File: src/rtl/serial_pattern_gen.sv
// serial_pattern_gen: shifts a latched parallel pattern out MSB-first
// on x, one bit per clock, with x_valid qualifier and busy/done handshake.
module serial_pattern_gen #(
  parameter int WIDTH = 16,
  parameter int LW    = 5,
  parameter int RW    = 4,
  parameter int GAP   = 0
) (
  input  logic             clock,
  input  logic             reset,
  input  logic             start,
  input  logic [WIDTH-1:0] pattern,
  input  logic [LW-1:0]    length,
  input  logic [RW-1:0]    passes,
  input  logic             abort,
  output logic             x,
  output logic             x_valid,
  output logic             busy,
  output logic             done
);

  localparam int IW = (WIDTH > 1) ? $clog2(WIDTH) : 1;
  localparam int GW = (GAP > 1) ? $clog2(GAP) : 1;
  localparam logic [GW-1:0] GLAST =
    GW'((GAP > 0) ? GAP - 1 : 0);

  typedef enum logic [1:0] {
    S_IDLE  = 2'd0,
    S_SHIFT = 2'd1,
    S_GAP   = 2'd2,
    S_DONE  = 2'd3
  } state_t;

  state_t           state;
  logic [WIDTH-1:0] pat;
  logic [IW-1:0]    top;
  logic [IW-1:0]    idx;
  logic [IW-1:0]    nidx;
  logic [RW-1:0]    pcnt;
  logic [GW-1:0]    gcnt;
  logic [IW-1:0]    len_top;
  logic [RW-1:0]    pass_eff;

  // clamp requested length/passes; only ever feeds registers
  always_comb begin
    len_top  = IW'(length - LW'(1));
    pass_eff = passes;
    if (length == '0 || int'(length) > WIDTH)
      len_top = IW'(WIDTH - 1);
    if (passes == '0)
      pass_eff = RW'(1);
    nidx = idx - IW'(1);
  end

  // transfer FSM with registered serial outputs
  always_ff @(posedge clock) begin
    if (reset) begin
      state   <= S_IDLE;
      pat     <= '0;
      top     <= '0;
      idx     <= '0;
      pcnt    <= '0;
      gcnt    <= '0;
      x       <= 1'b0;
      x_valid <= 1'b0;
      busy    <= 1'b0;
      done    <= 1'b0;
    end else begin
      unique case (state)
        S_IDLE: begin
          x       <= 1'b0;
          x_valid <= 1'b0;
          busy    <= 1'b0;
          done    <= 1'b0;
          if (start && !abort) begin
            pat     <= pattern;
            top     <= len_top;
            idx     <= len_top;
            pcnt    <= pass_eff;
            gcnt    <= '0;
            x       <= pattern[len_top];
            x_valid <= 1'b1;
            busy    <= 1'b1;
            state   <= S_SHIFT;
          end
        end
        S_SHIFT: begin
          if (abort) begin
            state   <= S_IDLE;
            x       <= 1'b0;
            x_valid <= 1'b0;
            busy    <= 1'b0;
          end else if (idx != '0) begin
            idx <= nidx;
            x   <= pat[nidx];
          end else if (pcnt > RW'(1)) begin
            pcnt <= pcnt - RW'(1);
            if (GAP > 0) begin
              state   <= S_GAP;
              gcnt    <= '0;
              x       <= 1'b0;
              x_valid <= 1'b0;
            end else begin
              idx <= top;
              x   <= pat[top];
            end
          end else begin
            state   <= S_DONE;
            x       <= 1'b0;
            x_valid <= 1'b0;
            busy    <= 1'b0;
            done    <= 1'b1;
          end
        end
        S_GAP: begin
          if (abort) begin
            state   <= S_IDLE;
            gcnt    <= '0;
            x       <= 1'b0;
            x_valid <= 1'b0;
            busy    <= 1'b0;
          end else if (gcnt == GLAST) begin
            state   <= S_SHIFT;
            gcnt    <= '0;
            idx     <= top;
            x       <= pat[top];
            x_valid <= 1'b1;
          end else begin
            gcnt <= gcnt + GW'(1);
          end
        end
        S_DONE: begin
          state   <= S_IDLE;
          x       <= 1'b0;
          x_valid <= 1'b0;
          busy    <= 1'b0;
          done    <= 1'b0;
        end
      endcase
    end
  end

endmodule

File: config.mk
export PLATFORM = sky130hd
export DESIGN_NAME = serial_pattern_gen
export DESIGN_NICKNAME = d
export VERILOG_FILES = /design/src/rtl/serial_pattern_gen.sv
export SDC_FILE = /design/constraint.sdc
export NUM_CORES = 1
export LEC_CHECK = 0
export CAP_MARGIN = 5
export CELL_PAD_IN_SITES_DETAIL_PLACEMENT = 1
export CELL_PAD_IN_SITES_GLOBAL_PLACEMENT = 1
export CORE_UTILIZATION = 30
export DETAILED_ROUTE_END_ITERATION = 8
export DONT_BUFFER_PORTS = 1
export GPL_ROUTABILITY_DRIVEN = 0
export PLACE_DENSITY = 0.63
export SLEW_MARGIN = 15
export SYNTH_ARGS = -nofsm -noshare
export SYNTH_HDL_FRONTEND = slang
export SYNTH_SLANG_ARGS = --single-unit
File: constraint.sdc
create_clock -name clock -period 6.1 [get_ports clock]
set_clock_uncertainty 0.05 [all_clocks]
set_input_delay 0.915 -clock clock [delete_from_list [all_inputs] [get_ports clock]]
set_output_delay 0.915 -clock clock [all_outputs]
set_load 0.03 [all_outputs]
==> results.json <==
{
  "status": "finished, final reports clean",
  "cp-start-kind": "flip-flop",
  "avgRoutedWirePerCell_um": 16.9,
  "synth_cells": 262,
  "final_cell_mix": "47 x nand2_1, 34 x dfxtp_1, 31 x a21oi_1",
  "drc": 0,
  "synthesis.area_mm2": 0.00217,
  "final-max-slew-violation-count": 0,
  "insertion_delay_ps": 290,
  "slew_headroom": 0.519,
  "ctsLongestPathBuffers": 2,
  "final_cells": 350,
  "synth_seq_cells": 34,
  "p_per_area_mw_per_mm2": 281,
  "post_cts_buffers": 0,
  "hold_buffers": 0,
  "clkTransAtPathRegs_ps": 80,
  "max_freq_mhz": 387,
  "antenna_found_initial": 0,
  "synth_cell_types": 48,
  "grt_pass1_vias": 1924,
  "dp.cells": 342,
  "setup_violations": 0,
  "hold_viol": 0,
  "place_ws_ps": 3270,
  "end_kind": "flip-flop",
  "ys_warn_count": 0,
  "routed_wl_um": 5920,
  "synth_flop_cell": "dfxtp_1",
  "fin_hold_ws_ps": 431,
  "drv_cap": 0,
  "seqPwrFrac": 0.394,
  "layout_setup_ws_ps": 3520,
  "p_clk_frac": 0.378,
  "comb_power_share": 0.228,
  "via_per_inst": 5.47,
  "arrival_ps": 2710,
  "core_mm2": 0.00691,
  "cts_buffers": 5,
  "hold_class": "reg -> reg",
  "syn_to_final_growth_pct": 9.10,
  "portBuffers": 0,
  "track_usage": 0.168,
  "p_sw_uw": 195,
  "firstDrtPassIters": 4,
  "rsz0062_at_grt": "no",
  "place_hpwl_um": 4500,
  "cts.htree.levels": 2,
  "num_rows": 30,
  "syn_avg_cell_area_um2": 8.30,
  "final_common_cell": "nand2_1",
  "vdd_ir_drop_max_uv": 108,
  "ioPinCount": 33,
  "clock-sinks": 34,
  "initial_core_util": 0.315,
  "crit_type": "reg -> reg",
  "grt-ovfl-total": 0,
  "chipWidth_um": 87.1,
  "ys_seq_area_frac": 0.313,
  "ant_nets": 0,
  "drive_above_1_share": 0.0984,
  "dieArea_mm2": 0.00759,
  "grt_pass1_wl_um": 9780,
  "synth_edf_count": 0,
  "die_h_um": 87.1,
  "syn_nets": 300,
  "cts_resized": 0,
  "fin_util": 0.343,
  "min_period_ps": 2580,
  "n_antenna_cell": 0,
  "vias": 1913,
  "critPathMaxFanout": 8,
  "grt_max_degree": 36,
  "swShare": 0.293,
  "async_flop_share": 0,
  "nets": 291,
  "tns_ps": 0,
  "cp_data_required_time_ps": 6230,
  "p_leak_uw": 0.000820,
  "timing.final.crit_share": 0.423,
  "tightestPinTransition_ps": 721,
  "cts-root-buf": "clkbuf_8",
  "tritoncts": "yes",
  "drt_iter0_markers": 87,
  "power.internal_uw": 471
}
==> power groups by stage <==
stage          combinational [uW]  clock, uW  sequential [uW]
5_1_grt                       169        267              265
2_1_floorplan                 132          0              258
3_3_place_gp                  150          0              266
6_report                      152        252              262
4_1_cts                       153        256              263
3_5_place_dp                  152          0              268
==> stage by stage <==
step	instance area (um2)	total power (uW)
final	2370	666
after global routing	2370	701
after CTS	2370	672
after detailed placement	2230	419
after global placement	2230	416
after floorplan	2170	390
==> layout make-up <==
cell class / count / area, um2
clock buffers: 5 / 68.8
clock inverters: 3 / 68.8
multi-input cells: 194 / 1360
flip-flops and latches: 34 / 681
repair buffers: 1 / 7.51
inverters: 17 / 63.8
fillers: 843 / 4540
well taps: 96 / 120
==> Yosys cell counts (3+ instances only) <==
master / instances / area [um2]
a31oi_1: 3 / 18.8
mux4_2: 9 / 203
dfxtp_1: 34 / 681
o21ai_0: 8 / 40.0
mux2i_1: 8 / 80.1
a21oi_1: 31 / 155
a211oi_1: 5 / 37.5
o211ai_1: 5 / 37.5
nand2_1: 47 / 176
o221ai_1: 5 / 43.8
or3_1: 3 / 18.8
inv_1: 16 / 60.1
nand3_1: 3 / 15.0
clkbuf_1: 12 / 45.0
nor3_1: 5 / 25.0
xnor2_1: 4 / 35.0
ha_1: 9 / 113
nor2_1: 11 / 41.3
nand2b_1: 7 / 43.8
==> critical path, cell delays in order (launching register included) <==
cell     delay, ps
dfxtp_1        530
inv_1          120
ha_1           450
mux4_2         530
mux4_2         480
a31oi_1        200
o32ai_1        110
==> sequential cells by signal, indices dropped and copies added, names as in the netlist <==
| register | flops |
|---|---|
| done | 1 |
| pat | 16 |
| idx | 4 |
| x | 1 |
| pcnt | 4 |
| state | 2 |
| x_valid | 1 |
| busy | 1 |
| top | 4 |
==> cells by family after synthesis <==
group                    count (synthesis)  share of synthesized area
adder cells (fa/ha/maj)                  9                     0.0518
multiplexers                            17                      0.130
AND/OR/NAND/NOR                         87                      0.188
XOR/XNOR                                 5                     0.0201
AO/OA/AOI/OAI                           76                      0.236
buffers and inverters                   34                     0.0604
flip-flops                              34                      0.313
==> final timing paths <==
kind	start	endpoint	slack, ps	cells after the start
worst max register to register	idx[0]	x	3520	6
worst max-delay path	idx[0]	x	3520	6
worst min-delay path	pat[11]	pat[11]	430	2
worst min register to register	pat[11]	pat[11]	430	2
==> layer usage <==
| metal | GRT usage | vias up | wire, um |
|---|---|---|---|
| met5 | 0 | - | 0 |
| met4 | 0.0358 | 0 | 41 |
| met3 | 0.0408 | 5 | 333 |
| met2 | 0.273 | 51 | 2770 |
| met1 | 0.225 | 932 | 2780 |
| li1 | - | 925 | - |
Note: power is estimated with default switching activity, not from simulation.
